[src/rtl/img_mem_arb_pkg.sv]
// Shared types and helpers for the image-memory read-port arbiter.
package img_mem_arb_pkg;

    typedef logic req_id_t;

    localparam req_id_t REQ0    = 1'b0;
    localparam req_id_t REQ1    = 1'b1;
    localparam int      NUM_REQ = 2;

    // Width needed to hold a count from 0 to n inclusive.
    function automatic int cnt_w(input int n);
        return $clog2(n + 1);
    endfunction

endpackage

[src/rtl/arb_tag_fifo.sv]
// In-order FIFO of requester IDs, one entry per outstanding memory read.
module arb_tag_fifo
    import img_mem_arb_pkg::*;
#(
    parameter int DEPTH = 4,
    localparam int PW = $clog2(DEPTH),
    localparam int CW = cnt_w(DEPTH)
) (
    input  logic          clk,
    input  logic          rst,
    input  logic          push_i,
    input  req_id_t       din_i,
    input  logic          pop_i,
    output req_id_t       dout_o,
    output logic          full_o,
    output logic          empty_o,
    output logic [CW-1:0] count_o
);

    req_id_t         mem_q [DEPTH];
    logic [PW-1:0]   wr_q, wr_d, rd_q, rd_d;
    logic [CW-1:0]   cnt_q, cnt_d;
    logic            do_push, do_pop;

    // Full/empty come from the registered count only, so a pop never frees
    // a slot for a push in the same cycle.
    assign full_o  = (cnt_q == CW'(DEPTH));
    assign empty_o = (cnt_q == '0);
    assign do_push = push_i & ~full_o;
    assign do_pop  = pop_i & ~empty_o;
    assign dout_o  = mem_q[rd_q];
    assign count_o = cnt_q;

    always_comb begin
        wr_d  = wr_q;
        rd_d  = rd_q;
        cnt_d = cnt_q;
        if (do_push) wr_d = wr_q + PW'(1);
        if (do_pop)  rd_d = rd_q + PW'(1);
        case ({do_push, do_pop})
            2'b10:   cnt_d = cnt_q + CW'(1);
            2'b01:   cnt_d = cnt_q - CW'(1);
            default: cnt_d = cnt_q;
        endcase
    end

    always_ff @(posedge clk) begin
        if (rst) begin
            wr_q  <= '0;
            rd_q  <= '0;
            cnt_q <= '0;
        end else begin
            wr_q  <= wr_d;
            rd_q  <= rd_d;
            cnt_q <= cnt_d;
        end
    end

    always_ff @(posedge clk) begin
        if (do_push) mem_q[wr_q] <= din_i;
    end

endmodule

[src/rtl/img_mem_arbiter.sv]
// Two-requester arbiter for the image-memory read port with in-order response steering.
// Define IMG_MEM_ARB_FIXED_PRIO_EN for fixed priority (requester 0 wins); default is round-robin.
module img_mem_arbiter
    import img_mem_arb_pkg::*;
#(
    parameter int W_DATA          = 8,
    parameter int W_ADDR          = 11,
    parameter int MAX_OUTSTANDING = 4
) (
    input  logic                                clk,
    input  logic                                rst,
    input  logic                                req0_addr_valid,
    output logic                                req0_addr_ready,
    input  logic [W_ADDR-1:0]                   req0_addr,
    input  logic                                req1_addr_valid,
    output logic                                req1_addr_ready,
    input  logic [W_ADDR-1:0]                   req1_addr,
    output logic                                mem_addr_valid,
    input  logic                                mem_addr_ready,
    output logic [W_ADDR-1:0]                   mem_addr,
    input  logic                                mem_data_valid,
    output logic                                mem_data_ready,
    input  logic [W_DATA-1:0]                   mem_data,
    output logic                                rsp0_valid,
    input  logic                                rsp0_ready,
    output logic                                rsp1_valid,
    input  logic                                rsp1_ready,
    output logic [W_DATA-1:0]                   rsp_data,
    output logic [cnt_w(MAX_OUTSTANDING)-1:0]   outstanding
);

    req_id_t grant, head;
    logic    full, empty, push, pop;

`ifdef IMG_MEM_ARB_FIXED_PRIO_EN
    always_comb begin
        grant = REQ0;
        if (!req0_addr_valid && req1_addr_valid) grant = REQ1;
    end
`else
    req_id_t last_grant_q, last_grant_d;

    always_comb begin
        grant        = REQ0;
        last_grant_d = last_grant_q;
        if (req0_addr_valid && req1_addr_valid) grant = ~last_grant_q;
        else if (req1_addr_valid)               grant = REQ1;
        if (push) last_grant_d = grant;
    end

    // Reset to REQ1 so requester 0 wins the first contention.
    always_ff @(posedge clk) begin
        if (rst) last_grant_q <= REQ1;
        else     last_grant_q <= last_grant_d;
    end
`endif

    assign mem_addr_valid  = (req0_addr_valid | req1_addr_valid) & ~full;
    assign mem_addr        = (grant == REQ1) ? req1_addr : req0_addr;
    assign req0_addr_ready = (grant == REQ0) & mem_addr_ready & ~full;
    assign req1_addr_ready = (grant == REQ1) & mem_addr_ready & ~full;
    assign push            = mem_addr_valid & mem_addr_ready;

    assign mem_data_ready  = ~empty & ((head == REQ1) ? rsp1_ready : rsp0_ready);
    assign rsp0_valid      = mem_data_valid & ~empty & (head == REQ0);
    assign rsp1_valid      = mem_data_valid & ~empty & (head == REQ1);
    assign rsp_data        = mem_data;
    assign pop             = mem_data_valid & mem_data_ready;

    arb_tag_fifo #(
        .DEPTH (MAX_OUTSTANDING)
    ) u_tag_fifo (
        .clk     (clk),
        .rst     (rst),
        .push_i  (push),
        .din_i   (grant),
        .pop_i   (pop),
        .dout_o  (head),
        .full_o  (full),
        .empty_o (empty),
        .count_o (outstanding)
    );

endmodule

[config.mk]
export PLATFORM = sky130hd
export DESIGN_NAME = img_mem_arbiter
export DESIGN_NICKNAME = d
export VERILOG_FILES = /design/src/rtl/img_mem_arb_pkg.sv /design/src/rtl/arb_tag_fifo.sv /design/src/rtl/img_mem_arbiter.sv
export SDC_FILE = /design/constraint.sdc
export NUM_CORES = 1
export LEC_CHECK = 0
export BUFFER_PORTS_ARGS = -buffer_cell sky130_fd_sc_hd__buf_2
export CORE_MARGIN = 4
export CORE_UTILIZATION = 40
export CTS_CLUSTER_SIZE = 40
export DETAILED_ROUTE_END_ITERATION = 8
export PLACE_DENSITY = 0.79
export SYNTH_ARGS = -nofsm -noshare
export SYNTH_HDL_FRONTEND = slang
export SYNTH_SLANG_ARGS = --single-unit
export TNS_END_PERCENT = 100
[constraint.sdc]
create_clock -name clk -period 5.6 [get_ports clk]
set_clock_uncertainty 0.2 [all_clocks]
set_input_delay 0.28 -clock clk [delete_from_list [all_inputs] [get_ports clk]]
set_output_delay 0.28 -clock clk [all_outputs]
set_load 0.1 [all_outputs]
==> Word level (Yosys, flattened, before mapping) <==
Memories as Yosys holds them, arrays and structs flattened. A register that Yosys moved wholly into a read port is not among the register bits.
Cells that the tools add are included.
{ "classes": {"n_addsub": 4, "n_eq_ne": 3, "bitwise_logic": 19, "mux": 9, "n_reduce_logical": 3} }
{ "op_table": {"columns": ["op", "count"], "rows": [
  ["$and A1 B1 Y1", 13],
  ["$mux W11", 1],
  ["$pmux W3 S2", 1],
  ["$mux W1", 5],
  ["$not A1 Y1", 5],
  ["$add A2 B1 Y2 const B", 2],
  ["$mux W2", 2],
  ["$add A3 B1 Y3 const B", 1],
  ["$eq A3 B3 Y1 const B", 1],
  ["$logic_not A3 Y1", 1],
  ["$sub A3 B1 Y3 const B", 1],
  ["$eq A2 B1 Y1 const B", 1],
  ["$eq A2 B2 Y1 const B", 1],
  ["$reduce_bool A2 Y1", 1],
  ["$logic_and A1 B1 Y1", 1],
  ["$or A1 B1 Y1", 1]
]} }
{ "word_totals": {"wordCells": 43, "inputBits": 38, "mem_count": 1, "ff_bits": 8, "output_inout_bits": 28, "ramBits": 4} }
{ "memory_table": {"columns": ["name", "depth", "width", "read_ports", "rd_ports_with_merged_regs", "wr", "line_no", "text"], "rows": [
  ["u_tag_fifo.mem_q", 4, 1, 1, 1, 1, "arb_tag_fifo.sv:20", "req_id_t mem_q [DEPTH];"]
]} }

==> Longest topological paths before layout <==
{ "depth": {"depth_word": 7, "mapped_depth": 10, "ltp_nobuf": 9} }

==> Hierarchy <==
From an unflattened synthesis, not the netlist that was laid out.
{ "unflattened": {"cells_unflattened": 97, "area_unflattened_um2": 978.4} }
{ "modules_own_cells": {"columns": ["mod", "seq_area_each_um2", "cells_each", "area_each_um2", "n_inst"], "rows": [
  ["arb_tag_fifo", 300.3, 59, 618.1, 1],
  ["img_mem_arbiter", 20.0, 38, 360.3, 1]
]} }

==> Worst setup path after synthesis <==
OpenSTA, ideal clock, no wires.
{ "synth_path": {"path_kind": "register to output", "start": "register u_tag_fifo.cnt_q[0] (netlist: u_tag_fifo.count_o[0])", "end": "output port mem_addr_valid", "arrival_ps": 2912, "required_ps": 5120, "path_stages_with_launch": 3, "n_path_buf": 0, "slack_ps": 2208, "path_cell_list": "dfxtp_1 inv_1 a31oi_1"} }
{ "synth_between": {"elab_chain_cells": 3} }
{ "synth_rtl": {"columns": ["item", "line_no", "text"], "rows": [
  ["from (decl)", "arb_tag_fifo.sv:22", "logic [CW-1:0] cnt_q, cnt_d;"],
  ["from (signal assigned)", "arb_tag_fifo.sv:55", "cnt_q <= cnt_d;"],
  ["$eq A3 B3 Y1", "arb_tag_fifo.sv:27", "assign full_o = (cnt_q == CW'(DEPTH));"],
  ["$not A1 Y1", "img_mem_arbiter.sv:58", "assign mem_addr_valid = (req0_addr_valid | req1_addr_valid) & ~full;"],
  ["$and A1 B1 Y1", "img_mem_arbiter.sv:58", null],
  ["to (decl)", "img_mem_arbiter.sv:18", "output logic mem_addr_valid,"]
]} }
No other way between the ends.

==> results by group <==
Worst setup path
  – R2r endpoint: u_tag_fifo.count_o[2]$_SDFFE_PP0P_
  – RR Startpoint: u_tag_fifo.mem_q[3]$_DFFE_PP_
  – Setup CP Type: reg2reg
  – R2R Setup Slk: 2880 ps
  – Crit. Startpoint: u_tag_fifo.mem_q[3]$_DFFE_PP_
  – Critical Path Sink Type: flip-flop
  – Crit path DAT: 2740 ps
  – Crit-path max FO: 3
  – Worst setup SP type: flip-flop
  – Critical path required time: 5620 ps
  – Worst reg2reg path depth: 9

Clock tree
  – Clock latency on the worst-skew pair: 280 ps
  – Root Driver: clkbuf_4
  – Post-cts repair resize count: 0
  – Register clock-pin slew on the reported worst setup and hold paths: 90 ps
  – Post-CTS Setup Inserts: 0
  – Cts hold-fix bufs: 0
  – Maximum root-to-sink buffer count: 2
  – CTS H-Tree Depth: 1
  – Clock Sinks: 14
  – CTS tree: done
  – Cts bufs inserted: 3

Hold path
  – Worst Hold Launch: rst
  – WHS Endpoint: u_tag_fifo.wr_q[0]$_SDFFE_PP0P_
  – Hold-critical path depth: 2
  – Hold WC Path Type: in2reg

Die
  – Die area: 3140 µm²
  – Die height: 56.0 µm
  – Rows: 17
  – IO Pins: 66
  – Die X: 56.0 µm
  – Initial Utilization: 0.417
  – Core area: 2210 µm²

Route
  – Via Count: 771
  – # DRC: 0
  – ANT nets after route: 0
  – DR pass1 iterations: 3
  – DR WL/cell: 11.4 µm
  – DR iter-0 viols: 4
  – Drt total wl: 1.86 mm
  – DR vias/cell: 4.73

Timing
  – Final worst path period share: 0.486
  – Hold Slack: 97.0 ps
  – Fmax: 367 MHz
  – Tightest Pin Transition: 490 ps
  – Final hold viol count: 0
  – Max-slew headroom: 0.675
  – Max Slew Vio Count: 0
  – Fin crit period: 2720 ps
  – Endpoints failing setup: 0
  – Sum Neg Setup Slack: 0 ps
  – Unrepaired setup endpoints after global routing: no

Yosys
  – Post-synth cell types: 34
  – YS warnings: 0
  – Syn Inst Count: 92
  – Mux cell area share after synthesis: 0.221
  – Synth Flop Type: dfxtp_1
  – Compound-cell area share of the yosys netlist: 0.0475
  – Sequential-to-total area share from yosys stat: 0.347
  – Simple-gate share of the synthesized area: 0.163
  – Number of synthesized flops with an enable pin: 4
  – Synth area leader: dfxtp_1
  – Average size of a mapped cell: 10.0 µm²
  – FF+latch count, synth: 14
  – Synth top area cells: dfxtp_1, edfxtp_1, mux2_2
  – Main combinational cell family by area after synthesis: multiplexers
  – XOR/XNOR share of the synthesized area: 0.0285
  – Adder-cell area share of the yosys netlist: 0.0896
  – Top cell type's share of synthesized area: 0.217
  – Mapped Area: 922 µm²
  – Mapped Nets: 136
  – Async set-or-reset flop fraction in the synthesized netlist: 0

Global route
  – Initial antenna violation count: 0
  – First-pass GRT wire length: 3.03 mm
  – GRT Residual Overflow: 0
  – GRT Util Overall: 0.119
  – Pin count of the biggest net entering global routing: 13
  – Vias in the first global route: 743

Finish
  – Fillers: 218
  – Post-layout util: 0.526
  – Synth-to-Final Area Change: 26.2%
  – Ant diodes: 0
  – Fin nets: 180
  – Non-Filler Instances: 163
  – Layout cells sized above 1: 0.481

Run
  – Max-cap violations: 0

Place
  – Cells after DPL: 159
  – Placer Congestion: 0.749
  – IO buf count: 49
  – DP HPWL: 1.55 mm

Pwr
  – Pwr dens: 349 nW/µm²
  – Pwr Total: 0.000406 W
  – Max VDD drop: 0.000218 V
  – Leakage: 0.552 nW

Outcome
  – Outcome: finished clean
==> worst max path at each step <==
| stage | cells after the start | endpoint | slack [ps] |
|---|---|---|---|
| final | 9 | u_tag_fifo.count_o[2]$_SDFFE_PP0P_ | 2880 |
| after global routing | 9 | u_tag_fifo.count_o[2]$_SDFFE_PP0P_ | 2720 |
| after CTS | 9 | u_tag_fifo.count_o[2]$_SDFFE_PP0P_ | 2850 |
| after detailed placement | 9 | u_tag_fifo.count_o[2]$_SDFFE_PP0P_ | 2870 |
| after global placement | 9 | u_tag_fifo.count_o[2]$_SDFFE_PP0P_ | 2960 |
| after floorplan | 2 | mem_addr_valid | 2210 |
==> worst max-delay path, cell delays in order (launching register included) <==
cell and delay (ps):
edfxtp_1 370, mux4_2 520, mux2i_2 190, nor2_2 150, ha_1 200, inv_1 60
fa_1 370, xor2_1 150, or3_1 300, a21oi_1 140
==> layout make-up <==
class,count,area (µm²),share of cell area
clock buffer,3,22.5,0.0194
clock inverter,1,3.75,0.00323
inverter,6,22.5,0.0194
multi-input combinational,61,507,0.435
sequential,14,320,0.275
tap,28,35.0,0.0301
timing repair buffer,50,253,0.217
==> routing by layer <==
| layer | track usage | vias to the layer above | routed length, µm |
|---|---|---|---|
| li1 | - | 390 | - |
| met1 | 0.143 | 327 | 789 |
| met2 | 0.194 | 51 | 813 |
| met3 | 0.0394 | 3 | 234 |
| met4 | 0.0508 | 0 | 21 |
| met5 | 0 | - | 0 |
==> Yosys cell counts (2+ instances only) <==
| library cell | instances |
|---|---|
| clkbuf_1 | 2 |
| ha_1 | 5 |
| a31oi_1 | 2 |
| nor2b_1 | 3 |
| buf_4 | 8 |
| nor2_1 | 11 |
| xor2_1 | 2 |
| and2_1 | 4 |
| inv_1 | 5 |
| dfxtp_1 | 10 |
| edfxtp_1 | 4 |
| mux2_2 | 8 |
| a21oi_1 | 2 |
| mux2_1 | 6 |
==> kinds of logic (layout without fill, tap and decap cells) <==
group | after synthesis | in the layout
buf+inv | 17 | 60
flops | 14 | 14
mux | 17 | 17
compound gates | 7 | 7
xor+xnor | 3 | 3
fa+ha+maj | 6 | 6
simple gates | 28 | 28
==> placed cells by master (no fill, tap or decap), types with 2 or more instances in the layout <==
master and instances:
and2_1 4, a21oi_1 2, nor2_1 11, inv_1 5, edfxtp_1 4, buf_2 49, mux2_1 6, ha_1 5
a31oi_1 2, dfxtp_1 10, clkbuf_4 3, nor2b_1 3, xor2_1 2, mux2_2 8
==> metrics by stage <==
stage	instance area (µm²)	setup WS (ps)
3_3_place_gp	1140	2960
5_1_grt	1160	2720
6_report	1160	2880
2_1_floorplan	922	2210
3_5_place_dp	1140	2870
4_1_cts	1160	2850
==> where the power goes <==
group,internal (W),switching (W),total (W)
Combinational,0.0000505,0.000172,0.000222
Sequential,0.000115,0.00000916,0.000124
Clock,0.0000259,0.0000335,0.0000593
Total,0.000191,0.000215,0.000406
Note: power is estimated with default switching activity, not from simulation.
